`src/rtl/itdiv.sv`:
```
// itdiv: iterative restoring divider, one quotient bit per clock, MSB first.
// Quotient bits shift into the vacated LSBs of the dividend register, so when
// the last iteration ends that register holds the quotient.
module itdiv #(
  parameter int SIZE = 6
) (
  input  logic            clk,
  input  logic            reset,
  input  logic            start,
  input  logic [SIZE-1:0] N,
  input  logic [SIZE-1:0] D,
  output logic [SIZE-1:0] Q,
  output logic [SIZE-1:0] R,
  output logic            fin,
  output logic            busy,
  output logic            dz
);

  localparam int CW = $clog2(SIZE + 1);

  typedef enum logic [1:0] {
    S_IDLE = 2'd0,
    S_RUN  = 2'd1,
    S_DONE = 2'd2
  } state_t;

  state_t          state_q, state_d;
  logic [SIZE-1:0] dvd_q, dvd_d;
  logic [SIZE-1:0] dvs_q, dvs_d;
  logic [SIZE:0]   p_q, p_d;
  logic [CW-1:0]   cnt_q, cnt_d;
  logic [SIZE-1:0] q_q, q_d;
  logic [SIZE-1:0] r_q, r_d;
  logic            fin_q, fin_d;
  logic            busy_q, busy_d;
  logic            dz_q, dz_d;

  logic [SIZE:0]   trial;
  logic [SIZE+1:0] diff;
  logic            no_borrow;
  logic [SIZE-1:0] dvd_nx;
  logic [SIZE:0]   p_nx;

  // One restoring step: shift in the next dividend bit and try subtracting
  // the divisor. The carry out of T + ~{0,D} + 1 is set when T >= D.
  always_comb begin
    trial     = {p_q[SIZE-1:0], dvd_q[SIZE-1]};
    diff      = {1'b0, trial} + {2'b01, ~dvs_q} + (SIZE + 2)'(1);
    no_borrow = diff[SIZE+1];
    dvd_nx    = {dvd_q[SIZE-2:0], no_borrow};
    p_nx      = no_borrow ? diff[SIZE:0] : trial;
  end

  // Next-state and next-output logic for the IDLE/RUN/DONE controller.
  always_comb begin
    state_d = state_q;
    dvd_d   = dvd_q;
    dvs_d   = dvs_q;
    p_d     = p_q;
    cnt_d   = cnt_q;
    q_d     = q_q;
    r_d     = r_q;
    fin_d   = fin_q;
    busy_d  = busy_q;
    dz_d    = dz_q;
    case (state_q)
      S_IDLE, S_DONE: begin
        if (start) begin
          state_d = S_RUN;
          dvd_d   = N;
          dvs_d   = D;
          p_d     = '0;
          cnt_d   = '0;
          dz_d    = (D == '0);
          busy_d  = 1'b1;
          fin_d   = 1'b0;
        end
      end
      S_RUN: begin
        dvd_d = dvd_nx;
        p_d   = p_nx;
        cnt_d = cnt_q + CW'(1);
        if (cnt_q == CW'(SIZE - 1)) begin
          state_d = S_DONE;
          busy_d  = 1'b0;
          fin_d   = 1'b1;
          q_d     = dvd_nx;
          r_d     = p_nx[SIZE-1:0];
        end
      end
      default: begin
        state_d = S_IDLE;
        busy_d  = 1'b0;
        fin_d   = 1'b0;
      end
    endcase
  end

  // State and datapath registers with synchronous reset.
  always_ff @(posedge clk) begin
    if (reset) begin
      state_q <= S_IDLE;
      dvd_q   <= '0;
      dvs_q   <= '0;
      p_q     <= '0;
      cnt_q   <= '0;
      q_q     <= '0;
      r_q     <= '0;
      fin_q   <= 1'b0;
      busy_q  <= 1'b0;
      dz_q    <= 1'b0;
    end else begin
      state_q <= state_d;
      dvd_q   <= dvd_d;
      dvs_q   <= dvs_d;
      p_q     <= p_d;
      cnt_q   <= cnt_d;
      q_q     <= q_d;
      r_q     <= r_d;
      fin_q   <= fin_d;
      busy_q  <= busy_d;
      dz_q    <= dz_d;
    end
  end

  assign Q    = q_q;
  assign R    = r_q;
  assign fin  = fin_q;
  assign busy = busy_q;
  assign dz   = dz_q;

endmodule
```
`config.mk`:
```
export PLATFORM = sky130hd
export DESIGN_NAME = itdiv
export DESIGN_NICKNAME = d
export VERILOG_FILES = /design/src/rtl/itdiv.sv
export SDC_FILE = /design/constraint.sdc
export NUM_CORES = 1
export LEC_CHECK = 0
export ABC_AREA = 1
export CORE_MARGIN = 4
export CORE_UTILIZATION = 47
export CTS_CLUSTER_SIZE = 20
export DETAILED_ROUTE_END_ITERATION = 12
export PLACE_DENSITY = 0.83
export SYNTH_ARGS = -nofsm -noshare
export SYNTH_HDL_FRONTEND = slang
export SYNTH_SLANG_ARGS = --single-unit
```
`constraint.sdc`:
```
create_clock -name clk -period 1.6 [get_ports clk]
set_input_delay 0.16 -clock clk [delete_from_list [all_inputs] [get_ports clk]]
set_output_delay 0.16 -clock clk [all_outputs]
set_load 0.02 [all_outputs]
```
==> impl_results.md <==
- Largest stage delay, worst path: 410 ps
- CP cell instances: inv_2 > ha_4 > inv_2 > fa_2 > nand3_2 > nand2_1 > nand2_1 > nand2_1 > nand2_1 > nand2_1 > o21ai_1 > inv_1
- Synth top area share: 0.415
- Synth top area cells: dfxtp_1 (41%), nand2_1 (8.4%), inv_1 (6.9%)
- Max frequency: 0.626 GHz
- Residual DRC: 0
- Post-CTS Setup Repair Bufs: 0
- Syn_nets: 263
- Final Skew: 5.70 ps
- Synth Area in XOR/XNOR: 0.00491
- Dpl hpwl: 3.00 mm
- Min-Delay Path Class: in -> reg
- Layout Nets: 301
- First-pass GRT wire length: 6.96 mm
- Post-DRT Antenna Nets: 0
- Total GRT Usage: 0.180
- Routed WL: 4.25 mm
- DIE AREA: 0.00485 mm²
- Required time of the worst setup path: 1790 ps
- Post-Syn Instances: 239
- Drt first pass iters: 5
- CTS buffer count: 5
- Area growth from synthesis to layout: 33.1%
- P_int: 1.73 mW
- Sw frac: 0.314
- Sequential share of power: 0.403
- RSZ-0062 raised after global routing: yes
- Worst setup SP type: flip-flop
- Dpl ws: -59.4 ps
- Number of antenna violations at the first check in global routing: 0
- Static Leak: 1.03 nW
- Setup violators final: 0
- Initial Util: 0.488
- R2r setup slk: 1 ps
- Die Y: 69.6 µm
- # port buffers: 29
- Final Hold Vio Count: 0
- Synth Area in Compound Gates: 0.186
- Commonest non-fill, non-tap cell in the layout: nand2_1
- Setup TNS: 0 ps
- Root buffer cell: clkbuf_8
- #FFs+latches synth: 37
- Crit-path most repeated cell: nand2_1
- IO Count: 30
- Switching pwr: 0.790 mW
- Vias post-DR: 1670
- EDFF count, synth: 0
- Syn Area/Cell: 7.47 µm²
- Post-Synth Adder-Cell Area: 0.0673
- Period utilisation layout: 0.999
- Via density: 5.12
- Drt wl/cell: 13.0 µm
- Yosys warns: 0
- Largest net degree at the start of global routing: 21
- Largest area contributor in the netlist: dfxtp_1
- Vias in the first global route: 1615
- Main combinational cell family by area after synthesis: simple AND/OR/NAND/NOR gates
- Status: complete, no violations
- VDD IR max: 0.739 mV
- Gr ovfl total: 0
- Power share of the combinational group: 0.270
- Max-slew violation count: 0
- Tightest Pin Transition: 313 ps
- Clock share of power: 0.328
- Post-Syn Area: 0.00179 mm²
- Die Wd: 69.6 µm
- Number of clock sinks: 37
- Critical path type: reg -> reg
- Synth cell types: 31
- Tmin final: 1600 ps
- Seq/Total Area, Yosys: 0.415
- Arrival @ worst endpoint: 1790 ps
- Initial drt markers: 80
- Crit Path Max Fanout: 2
- Number of diodes: 0
- Ys flop type: dfxtp_1
- Mux cell area share after synthesis: 0
- TritonCTS clock tree: yes
- Slew HR: 0.790
- Asr flop ratio synth: 0
- Setup crit end kind: flip-flop
- Maximum buffer depth of the clock tree: 2
- PwrDens: 1060 mW/mm²
- Hold buffers post-CTS: 0
- Post-Synth Simple-Gate Area: 0.231
- H-tree level count: 2
- Most frequent cells in the layout: nand2_1 (38), dfxtp_1 (34), inv_1 (29), clkdlybuf4s50_1 (29), nor2_1 (27)
- Max-Cap Viols: 0
- Final setup margin: 1.29 ps
- Share of cells above drive strength 1: 0.162
- Routability Congestion: 0.924
- Row cnt: 22
- Clock-pin slew on the worst setup and hold paths: 80 ps
- Slowest CP cell: fa_2
- Worst-Skew Late Latency: 300 ps
- Core Footprint: 0.00366 mm²
power by group through the flow:
stage | Sequential [mW] | Clock (mW) | Combinational (mW)
floorplan | 1.02 | 0 | 0.439
global placement | 1.02 | 0 | 0.597
detailed placement | 1.03 | 0 | 0.616
CTS | 1.01 | 0.837 | 0.634
global route | 1.02 | 0.881 | 0.752
finish | 1.01 | 0.825 | 0.678
synth_stat cells (all sizes together), types with 2 or more instances:
| master | instances |
|---|---|
| ha | 8 |
| nand3 | 13 |
| a21oi | 22 |
| clkbuf | 3 |
| a21o | 3 |
| or2 | 2 |
| nand2 | 43 |
| a211oi | 5 |
| o21ai | 23 |
| buf | 6 |
| dfxtp | 37 |
| nor2 | 29 |
| nand3b | 3 |
| inv | 33 |
layer usage:
layer  wire, µm  vias to the layer above  track usage
met5          0                        -            0
met4        112                        0       0.0787
met3        169                       11       0.0522
met2       2120                       46        0.315
met1       1850                      761        0.201
li1           -                      852            -
per-stage QoR:
stage / power (mW) / hold WS, ps / instances / utilization / instance area (µm²)
floorplan: 1.46 / 325 / 239 / - / 1790
global placement: 1.62 / 444 / 318 / 0.597 / 2190
detailed placement: 1.64 / 446 / 318 / 0.597 / 2190
CTS: 2.48 / 443 / 326 / 0.634 / 2320
global route: 2.65 / 464 / 326 / 0.649 / 2380
finish: 2.52 / 450 / 326 / 0.649 / 2380
state kept, by name, indices dropped and copies added, names as in the netlist:
register  flops
fin           1
dvd_q         6
state_q       1
cnt_q         3
R             6
busy          1
p_q           6
dvs_q         6
dz            1
Q             6
worst paths after layout:
| check | start | depth (start not counted) | end |
|---|---|---|---|
| setup / recovery | dvd_q[5]$_SDFFE_PP0P_ | 12 | R[4]$_SDFFE_PP0P_ |
| hold reg to reg | dz$_SDFFE_PP0P_ | 2 | dz$_SDFFE_PP0P_ |
| setup reg to reg | dvd_q[5]$_SDFFE_PP0P_ | 12 | R[4]$_SDFFE_PP0P_ |
| hold / removal | N[3] | 3 | dvd_q[3]$_SDFFE_PP0P_ |
logic make-up after synthesis:
kind of cell | after synthesis
and+or+nand+nor | 92
AOI/OAI and AO/OA | 57
buffers and inverters | 43
DFF | 37
adders and majority gates | 9
xor gates and xnor gates | 1
worst max-delay path: cells and delay by family, from the launching register on:
kind,cells,cell delay (ps)
adder cells (fa/ha/maj),2,530
flip-flops,1,320
buffers and inverters,3,160
AND/OR/NAND/NOR,6,360
AO/OA/AOI/OAI,1,130
final cells by class:
cell class / count / area, µm²
clock inverter: 3 / 46.3
fill: 300 / 1280
inverter: 34 / 128
sequential: 37 / 744
tap: 48 / 60.1
multi-input combinational: 159 / 943
timing repair buffer: 40 / 385
clock buffer: 5 / 68.8
timing repair:
item / 4_1_cts / 5_1_grt
pin swaps: 1 / 8
gates resized for setup: 5 / 14
endpoints found under the setup margin: 6 / 12
Power figures use the tool's default switching activity.
